`config.mk`:
```
export PLATFORM = sky130hd
export DESIGN_NAME = voltage_update_scheduler
export DESIGN_NICKNAME = d
export VERILOG_FILES = /design/src/rtl/voltage_update_scheduler_pkg.sv /design/src/rtl/voltage_update_scheduler_alu.sv /design/src/rtl/voltage_update_scheduler.sv
export SDC_FILE = /design/constraint.sdc
export NUM_CORES = 1
export LEC_CHECK = 0
export CORE_UTILIZATION = 52
export CTS_CLUSTER_SIZE = 25
export DETAILED_ROUTE_END_ITERATION = 8
export PLACE_DENSITY = 0.84
export SLEW_MARGIN = 5
export SYNTH_ARGS = -nofsm -noshare
export SYNTH_HDL_FRONTEND = slang
export SYNTH_SLANG_ARGS = --single-unit
```
`constraint.sdc`:
```
create_clock -name clk -period 10.1 [get_ports clk]
set_input_delay 2.02 -clock clk [delete_from_list [all_inputs] [get_ports clk]]
set_output_delay 2.02 -clock clk [all_outputs]
set_load 0.05 [all_outputs]
```
`src/rtl/voltage_update_scheduler_pkg.sv`:
```
// Shared definitions for the voltage update scheduler: FSM state encoding,
// the signed 16-bit membrane-voltage type and its saturation limits.
package voltage_update_scheduler_pkg;

    localparam int VOL_W = 16;

    typedef logic signed [VOL_W-1:0] vol_t;

    localparam vol_t VOL_MAX = 16'sh7FFF;
    localparam vol_t VOL_MIN = 16'sh8000;

    typedef enum logic [2:0] {
        IDLE,
        RD,
        CALC,
        WR,
        CLR,
        FIN
    } state_t;

endpackage

```
`src/rtl/voltage_update_scheduler_alu.sv`:
```
// lif_update_alu: combinational neuron update.
//   sum     = saturate(pre_vol + diff) to the 16-bit signed range
//   fire    = sum >= VTH
//   new_vol = fire ? sum - VTH : sum, then minus (new_vol >>> LEAK_SHIFT)
//             when the LIF_LEAK_EN macro is defined
// Ports:
//   pre_vol  in   stored voltage
//   diff     in   input current
//   new_vol  out  updated voltage
//   fire     out  threshold crossed
module lif_update_alu
    import voltage_update_scheduler_pkg::*;
#(
    parameter logic signed [15:0] VTH        = 16'sd1024,
    parameter int                 LEAK_SHIFT = 4
) (
    input  logic signed [15:0] pre_vol,
    input  logic signed [15:0] diff,
    output logic signed [15:0] new_vol,
    output logic               fire
);

`ifdef LIF_LEAK_EN
    localparam bit LEAK_EN = 1'b1;
`else
    localparam bit LEAK_EN = 1'b0;
`endif

    // A 17-bit sum overflows the 16-bit range exactly when its top two bits differ.
    function automatic vol_t sat_add(input vol_t a, input vol_t b);
        logic signed [16:0] s;
        s = 17'(a) + 17'(b);
        if (s[16] != s[15]) begin
            return s[16] ? VOL_MIN : VOL_MAX;
        end
        return vol_t'(s[15:0]);
    endfunction

    vol_t sum;
    vol_t v_thr;
    vol_t leak;

    assign sum   = sat_add(pre_vol, diff);
    assign fire  = (sum >= VTH);
    // sum >= VTH when firing, so the subtraction cannot wrap.
    assign v_thr = fire ? (sum - VTH) : sum;
    // The leak term only shrinks the magnitude, so no saturation is needed.
    assign leak  = LEAK_EN ? (v_thr >>> LEAK_SHIFT) : '0;
    assign new_vol = v_thr - leak;

endmodule

```
`src/rtl/voltage_update_scheduler.sv`:
```
// voltage_update_scheduler: sweeps N_NEURON voltage-memory entries once per
// start request (read, combine with one input-current sample, write back,
// emit a spike on threshold crossing) or zeroes all entries on clear.
// Optional feature: define LIF_LEAK_EN to apply a leak after thresholding.
// Ports:
//   clk, rst           clock, synchronous active-high reset
//   start, clear       single-cycle sweep / clear requests (accepted in IDLE)
//   busy, done         activity flag, one-cycle completion pulse
//   in_valid, in_diff  input-current sample, in_ready accepts it
//   mem_wr_en, mem_addr, mem_post_vol, mem_vol_diff   memory write/read port
//   mem_pre_vol        read data, one cycle after the read address
//   spike_valid, spike_idx   firing event
module voltage_update_scheduler
    import voltage_update_scheduler_pkg::*;
#(
    parameter int                 N_NEURON   = 40,
    parameter int                 ADDR_W     = 6,
    parameter logic signed [15:0] VTH        = 16'sd1024,
    parameter int                 LEAK_SHIFT = 4
) (
    input  logic                     clk,
    input  logic                     rst,
    input  logic                     start,
    input  logic                     clear,
    output logic                     busy,
    output logic                     done,
    input  logic                     in_valid,
    input  logic signed [15:0]       in_diff,
    output logic                     in_ready,
    output logic                     mem_wr_en,
    output logic [ADDR_W-1:0]        mem_addr,
    output logic signed [15:0]       mem_post_vol,
    output logic signed [15:0]       mem_vol_diff,
    input  logic signed [15:0]       mem_pre_vol,
    output logic                     spike_valid,
    output logic [ADDR_W-1:0]        spike_idx
);

    localparam logic [ADDR_W-1:0] LAST_IDX = ADDR_W'(N_NEURON - 1);

    state_t            state, state_next;
    logic [ADDR_W-1:0] idx, idx_next;
    logic              wr_req;

    vol_t alu_vol_p0;
    logic alu_fire_p0;
    vol_t v_new_p1;
    vol_t diff_p1;
    logic fire_p1;

    lif_update_alu #(
        .VTH        (VTH),
        .LEAK_SHIFT (LEAK_SHIFT)
    ) u_alu (
        .pre_vol (mem_pre_vol),
        .diff    (in_diff),
        .new_vol (alu_vol_p0),
        .fire    (alu_fire_p0)
    );

    always_ff @(posedge clk) begin
        if (rst) begin
            state <= IDLE;
            idx   <= '0;
        end else begin
            state <= state_next;
            idx   <= idx_next;
        end
    end

    // ---- p0 -> p1: result captured on the CALC handshake ----
    always_ff @(posedge clk) begin
        if (state == CALC && in_valid) begin
            v_new_p1 <= alu_vol_p0;
            diff_p1  <= in_diff;
            fire_p1  <= alu_fire_p0;
        end
    end

    always_comb begin
        state_next   = state;
        idx_next     = idx;
        busy         = 1'b1;
        done         = 1'b0;
        in_ready     = 1'b0;
        wr_req       = 1'b0;
        mem_addr     = idx;
        mem_post_vol = '0;
        mem_vol_diff = '0;
        spike_valid  = 1'b0;
        spike_idx    = '0;
        case (state)
            IDLE: begin
                busy     = 1'b0;
                mem_addr = '0;
                if (clear) begin
                    state_next = CLR;
                    idx_next   = '0;
                end else if (start) begin
                    state_next = RD;
                    idx_next   = '0;
                end
            end
            RD: begin
                state_next = CALC;
            end
            CALC: begin
                in_ready = 1'b1;
                if (in_valid) state_next = WR;
            end
            WR: begin
                wr_req       = 1'b1;
                mem_post_vol = v_new_p1;
                mem_vol_diff = diff_p1;
                spike_valid  = fire_p1;
                spike_idx    = fire_p1 ? idx : '0;
                if (idx == LAST_IDX) begin
                    state_next = FIN;
                end else begin
                    idx_next   = idx + 1'b1;
                    state_next = RD;
                end
            end
            CLR: begin
                wr_req = 1'b1;
                if (idx == LAST_IDX) begin
                    state_next = FIN;
                end else begin
                    idx_next = idx + 1'b1;
                end
            end
            FIN: begin
                done       = 1'b1;
                mem_addr   = '0;
                state_next = IDLE;
            end
            default: begin
                state_next = IDLE;
            end
        endcase
    end

    // A reset arriving while a write is presented cancels that write at the same edge.
    assign mem_wr_en = wr_req & ~rst;

endmodule

```
==> out/results.ini, run 1 <==
[placed_design]
place_congestion = 0.906
portBuffers = 85
post-place-ws_ns = 3.05
dp_cells = 457
dp_hpwl_um = 5020

[job]
max_cap_viol_count = 0

[logic_synthesis]
synthesis.nets = 369
ys.flop_type = edfxtp_1
synth.distinct_cells = 50
synth.largest_area_cell = edfxtp_1
synth_seq_cells = 42
syn_area_mm2 = 0.00298
synth_area_leaders = edfxtp_1, and2_1, ha_1, dfxtp_1, xnor2_1
seq_area_frac_synth_pct = 39.3
syn_avg_cell_area_um2 = 9.55
netlist_top_cells_count = and2_1, edfxtp_1, nor2_1
async_flop_share_pct = 0
synth_most_common_cell = and2_1
synth_top_area_share_pct = 33.3
netlist_instances = 312
synth_edf_count = 33
yosysWarningCount = 0

[die]
dieArea_mm2 = 0.00604
initial_utilization_pct = 54.1
fp.dieW_um = 77.7
die_h_um = 77.7
io_pins = 86
rows = 27
core-area_mm2 = 0.00551

[clocking]
cts_tree = done
numCtsBuffers = 5
htree_levels = 2
hold_buffers = 0
clk_latency_ns = 0.30
clock_sinks = 42
postCtsSetupRepairBufs = 0
cts_resized = 0
clock_tree.buffer_depth = 2
cts_root_buf = clkbuf_8
clk_pin_slew_worst_paths_ns = 0.08

[critical_path]
r2r_setup_slack_ns = 8.08
endpoint_kind = flip-flop
r2r_end = idx[1]
setup.worst_path.start_class = input pin
arrival_ns = 6.93
reg2regPathDepth = 6
worstSetupPathType = input pin to flip-flop
reg2reg_from = state[0]
required_ns = 10.25
worst-path-max-fanout = 14

[global_routing]
grtUsageTotal_pct = 22.5
antenna_found_initial = 0
grt_pass1_vias = 2423
gr-total-overflow = 0
grt_max_degree = 41
grt_pass1_wl_um = 10800

[sta]
fin_setup_tns_ns = 0
period_needed_ns = 6.78
rsz0062_at_grt = no
hold_ws_ns = 0.575
fin_ws_ns = 3.32
relSlewSlack_pct = 22.4
hold_viol_final = 0
fin_crit_sh_pct = 67.2
drv_slew = 0
worst_pin_slew_ns = 1.16
final.setup_skew_ns = 0.00663
setup_viol = 0
fmaxAchievable_ghz = 0.147

[cells_and_area]
final_nets = 449
stdcell_count = 465
synthToLayoutAreaGrowth_pct = 33.6
antenna-diode-count = 0
fill_cells = 439
drive_gt1_share_pct = 5.09

[worst_hold_path]
hp-class = flip-flop to flip-flop
min_to = idx[5]
worstHoldStart = idx[5]
holdPathStages = 2

[drt]
routed-via-count = 2573
wire_per_inst_um = 14.2
antenna_left = 0
viasPerCell = 5.53
drtIter0Drc = 91
drc = 0
first_pass_iters = 4
drt-total-wl_um = 6610

[status]
outcome = completed

[power_and_ir_drop]
power_density_mw_per_mm2 = 138
power.total_mw = 0.549
cellLeakagePower_nw = 1.47
ir_drop_mv = 0.0848

## per-stage QoR
stage / utilization [%] / instance area [µm²]
floorplan: - / 2980
detailed placement: 70.3 / 3870
global placement: 70.3 / 3870
finish: 72.3 / 3980
global route: 72.3 / 3980
CTS: 72.3 / 3980
## cell type report
cell class | count | area, µm² | share of cell area, %
Timing Repair Buffer | 86 | 858 | 21.6
Tap cell | 72 | 90.1 | 2.26
Inverter | 7 | 26.3 | 0.660
Clock inverter | 2 | 37.5 | 0.943
Clock buffer | 6 | 72.6 | 1.82
Sequential cell | 42 | 1170 | 29.4
Multi-Input combinational cell | 250 | 1720 | 43.3
## cell usage in the layout (no fill, tap or decap), types with 2 or more instances in the layout
cell type / instances
nand3_1: 9
a211oi_1: 2
dfxtp_1: 9
mux2i_1: 2
and4_1: 2
clkdlybuf4s50_1: 85
o21ai_0: 10
edfxtp_1: 33
o211ai_2: 2
o211ai_1: 5
nand4_1: 4
a21o_1: 5
and2_1: 45
maj3_1: 7
ha_1: 19
o21ai_2: 2
a21oi_1: 24
xnor2_1: 15
nor2b_1: 3
nand2_1: 13
clkbuf_8: 5
nor2_1: 27
o21bai_1: 2
and3_1: 8
xor2_1: 8
a21boi_0: 3
o21ai_1: 3
a31oi_1: 5
inv_1: 7
nor3_1: 4
or2_1: 3
## flip-flops by register name (all words and copies together), names as in the netlist
name      cells
v_new_p1     16
fire_p1       1
diff_p1      16
idx           6
state         3
## critical path, stage by stage
cell and delay (ns):
clkdlybuf4s50_1 0.43, ha_1 0.26, fa_1 0.43, a211oi_1 0.26, o21ai_1 0.18, o211ai_1 0.28
a31oi_1 0.14, or2_1 0.40, and2_1 0.26, nor2_1 0.23, ha_1 0.20, nor2b_1 0.14
nand4_1 0.12, or4_1 0.42, or4b_4 0.50, o21ai_2 0.20, and2_1 0.23, mux2i_1 0.21
## metal layers
metal / GRT usage [%] / vias up / part of all wire [%]
li1: - / 1293 / -
met1: 26.1 / 1197 / 42
met2: 42.5 / 77 / 53
met3: 3.76 / 6 / 4.4
met4: 5.66 / 0 / 1.0
met5: 0 / - / 0
## cells by family (layout without fill, tap and decap cells)
kind of cell	after synthesis	count (layout)	synth area share (%)
AND/OR/NAND/NOR	124	124	22.6
AO/OA/AOI/OAI	73	73	16.3
flip-flops	42	42	39.3
adder cells (fa/ha/maj)	27	27	11.0
XOR/XNOR	23	23	6.76
buffers and inverters	20	101	2.90
multiplexers	3	3	1.05
## how the worst max path moves through the flow
stage	start	to	slack [ns]	depth (start not counted)
finish	in_diff[0]	v_new_p1[11]	3.32	18
global route	in_diff[0]	v_new_p1[11]	3.08	18
CTS	in_diff[0]	v_new_p1[11]	3.35	18
detailed placement	in_diff[0]	v_new_p1[11]	3.05	18
global placement	in_diff[0]	v_new_p1[11]	3.27	18
floorplan	in_diff[0]	v_new_p1[11]	3.91	19
## where the power goes
group / leakage [nW] / internal [mW] / switching, mW / total, mW
logic: 1.05 / 0.0826 / 0.119 / 0.201
registers: 0.371 / 0.204 / 0.00874 / 0.213
clock network: 0.0514 / 0.0738 / 0.0612 / 0.135
total: 1.47 / 0.360 / 0.189 / 0.549
Power figures use the tool's default switching activity.
==> run 2: changes to the inputs <==
--- a/config.mk
+++ b/config.mk
@@ -5,10 +5,10 @@
 export SDC_FILE = /design/constraint.sdc
 export NUM_CORES = 1
 export LEC_CHECK = 0
-export CORE_UTILIZATION = 52
+export CORE_UTILIZATION = 48
 export CTS_CLUSTER_SIZE = 25
 export DETAILED_ROUTE_END_ITERATION = 8
-export PLACE_DENSITY = 0.84
+export PLACE_DENSITY = 0.79
 export SLEW_MARGIN = 5
 export SYNTH_ARGS = -nofsm -noshare
 export SYNTH_HDL_FRONTEND = slang
==> constraint.sdc (replaced) <==
create_clock -name clk -period 6.34 [get_ports clk]
set_input_delay 1.268 -clock clk [delete_from_list [all_inputs] [get_ports clk]]
set_output_delay 1.268 -clock clk [all_outputs]
set_load 0.05 [all_outputs]
==> run 2 against run 1 <==
  * Sequential cell count is the same
  * Non-clock buffer count up 2
  * Critical path depth did not move
  * Design area barely moved
==> out/results.ini, run 2 (same netlist as run 1, synthesis figures left out) <==
[global_routing]
antenna_found_initial = 0  ; unchanged
grt_pass1_vias = 2356  ; was 2423
gr-total-overflow = 0  ; unchanged
grtUsageTotal_pct = 21.2  ; was 22.5%
grt_pass1_wl_um = 10700  ; was 10800 µm
grt_max_degree = 41  ; unchanged

[power_and_ir_drop]
switching_share_pct = 35.5  ; was 34.4%
power_density_mw_per_mm2 = 212  ; was 138 mW/mm²
clockPowerShare_pct = 21.9  ; was 24.6%
cellInternalPower_mw = 0.546  ; was 0.360 mW
power_switching_mw = 0.300  ; was 0.189 mW
ir_drop_mv = 0.197  ; was 0.0848 mV
cellLeakagePower_nw = 1.48  ; was 1.47 nW
pwr-share-comb_pct = 38.0  ; was 36.7%
power.total_mw = 0.846  ; was 0.549 mW
pwr-share-seq_pct = 40.1  ; was 38.7%

[clocking]
clk_pin_slew_worst_paths_ns = 0.08  ; about the same
cts_resized = 0  ; unchanged
hold_buffers = 0  ; unchanged
cts_tree = done  ; unchanged
postCtsSetupRepairBufs = 0  ; unchanged
htree_levels = 2  ; unchanged
clock_sinks = 42  ; unchanged
cts_root_buf = clkbuf_8  ; unchanged
numCtsBuffers = 5  ; unchanged
clk_latency_ns = 0.30  ; about the same
clock_tree.buffer_depth = 2  ; unchanged

[drt]
drtIter0Drc = 82  ; was 91
first_pass_iters = 4  ; unchanged
wire_per_inst_um = 13.8  ; was 14.2 µm
antenna_left = 0  ; unchanged
drc = 0  ; unchanged
routed-via-count = 2543  ; was 2573
drt-total-wl_um = 6480  ; was 6610 µm
viasPerCell = 5.41  ; was 5.53

[die]
core-area_mm2 = 0.00596  ; was 0.00551 mm²
die_h_um = 80.8  ; was 77.7 µm
fp.dieW_um = 80.8  ; was 77.7 µm
rows = 28  ; was 27
dieArea_mm2 = 0.00653  ; was 0.00604 mm²
io_pins = 86  ; unchanged
initial_utilization_pct = 50.0  ; was 54.1%

[sta]
final.setup_skew_ns = 0.00867  ; was 0.00663 ns
relSlewSlack_pct = 63.7  ; was 22.4%
drv_slew = 0  ; unchanged
rsz0062_at_grt = no  ; unchanged
fin_crit_sh_pct = 92.5
setup_viol = 0  ; unchanged
hold_viol_final = 0  ; unchanged
worst_pin_slew_ns = 0.542  ; was 1.16 ns
fmaxAchievable_ghz = 0.170
fin_setup_tns_ns = 0  ; unchanged
period_needed_ns = 5.87

[critical_path]
critPathBufInv = 1  ; unchanged
path_cells = clkdlybuf4s50_1 > ha_1 > fa_1 > a211oi_1 > o21ai_1 > o211ai_1 > nor4bb_1 > mux2_2 > nor2_1 > nor2_1 > ha_1 > nor2b_1 > nand4_1 > or4_1 > or4b_4 > o21ai_2 > and2_1 > mux2i_1  ; was clkdlybuf4s50_1 > ha_1 > fa_1 > a211oi_1 > o21ai_1 > o211ai_1 > a31oi_1 > or2_1 > and2_1 > nor2_1 > ha_1 > nor2b_1 > nand4_1 > or4_1 > or4b_4 > o21ai_2 > and2_1 > mux2i_1
r2r_setup_slack_ns = 4.42  ; was 8.08 ns
critPathSlowestCell = or4b_4  ; unchanged
worstSetupPathType = input pin to flip-flop  ; unchanged
required_ns = 6.49  ; was 10.25 ns
reg2reg_from = state[0]  ; unchanged
slowest_delay_ns = 0.50  ; about the same
r2r_end = idx[5]  ; was idx[1]
arrival_ns = 6.01  ; was 6.93 ns
cp_top_family = simple AND/OR/NAND/NOR gates  ; unchanged
worst-path-max-fanout = 11  ; was 14
setup.worst_path.start_class = input pin  ; unchanged
endpoint_kind = flip-flop  ; unchanged
reg2regPathDepth = 8  ; was 6

[cells_and_area]
drive_gt1_share_pct = 5.82  ; was 5.09%
antenna-diode-count = 0  ; unchanged
layout_common_cells = clkdlybuf4s50_1, and2_1, edfxtp_1  ; unchanged
final_nets = 451  ; was 449
fin_util_pct = 66.9  ; was 72.3%
synthToLayoutAreaGrowth_pct = 33.7  ; was 33.6%
top_regs = diff_p1: 16 flops, v_new_p1: 16 flops, idx: 6 flops  ; unchanged
layout_commonest_cell = clkdlybuf4s50_1  ; unchanged

[placed_design]
place_congestion = 0.913  ; was 0.906
portBuffers = 85  ; unchanged
dp_hpwl_um = 4960  ; was 5020 µm

[worst_hold_path]
min_to = idx[5]  ; unchanged
worstHoldStart = idx[5]  ; unchanged
holdPathStages = 2  ; unchanged
hp-class = flip-flop to flip-flop  ; unchanged

[status]
outcome = completed  ; unchanged

[job]
max_cap_viol_count = 0  ; unchanged

## run 2: cell types whose count changed in the layout (fill, tap and decap cells not counted), sizes merged
cell,change
clkinvlp,-1
buf,+2
clkinv,+1
bufinv,-1
inv,+1
## run 2: power groups by stage
stage / Clock, mW / Sequential [mW] / Combinational [mW]
global placement: 0 / 0.345 / 0.313
global route: 0.199 / 0.342 / 0.353
finish: 0.185 / 0.339 / 0.322
detailed placement: 0 / 0.346 / 0.319
floorplan: 0 / 0.336 / 0.239
CTS: 0.190 / 0.339 / 0.321
## run 2: area by class of cell
cell class / count / area [µm²]
clock buffers: 6 / 82.6
clock inverters: 2 / 11.3
fillers: 509 / 1970
inverters: 7 / 26.3
multi-input cells: 250 / 1720
flip-flops and latches: 42 / 1170
well taps: 75 / 93.8
repair buffers: 88 / 873
## run 2: through the flow
step / std cells / hold slack [ns] / cell area [µm²] / worst slack, ns
after floorplan: 312 / 0.505 / 2980 / 0.903
after global placement: 462 / 0.557 / 3890 / 0.411
after detailed placement: 462 / 0.575 / 3890 / 0.239
after CTS: 470 / 0.587 / 3980 / 0.520
after global routing: 470 / 0.634 / 3980 / 0.143
final: 470 / 0.580 / 3980 / 0.474
## run 2: worst max-delay path by stage
stage,endpoint,start,slack [ns],cells past startpoint
after floorplan,v_new_p1[11],in_diff[0],0.90,19
final,v_new_p1[11],in_diff[0],0.47,18
after global routing,v_new_p1[11],in_diff[0],0.14,18
after global placement,v_new_p1[11],in_diff[0],0.41,18
after detailed placement,v_new_p1[11],in_diff[0],0.24,18
after CTS,v_new_p1[11],in_diff[0],0.52,18
## run 2: per-layer routing
layer	GRT usage [%]	vias up	wire length [µm]
met5	0	-	0
met4	6.79	0	98
met3	4.27	7	302
met2	38.4	78	3210
met1	25.2	1166	2870
li1	-	1292	-
## run 2: tightest hold or removal path: cells and delay by family (launching register included)
family / cells / cell delay [ns]
xor+xnor: 1 / 0.08
flops: 1 / 0.39
simple gates: 1 / 0.07
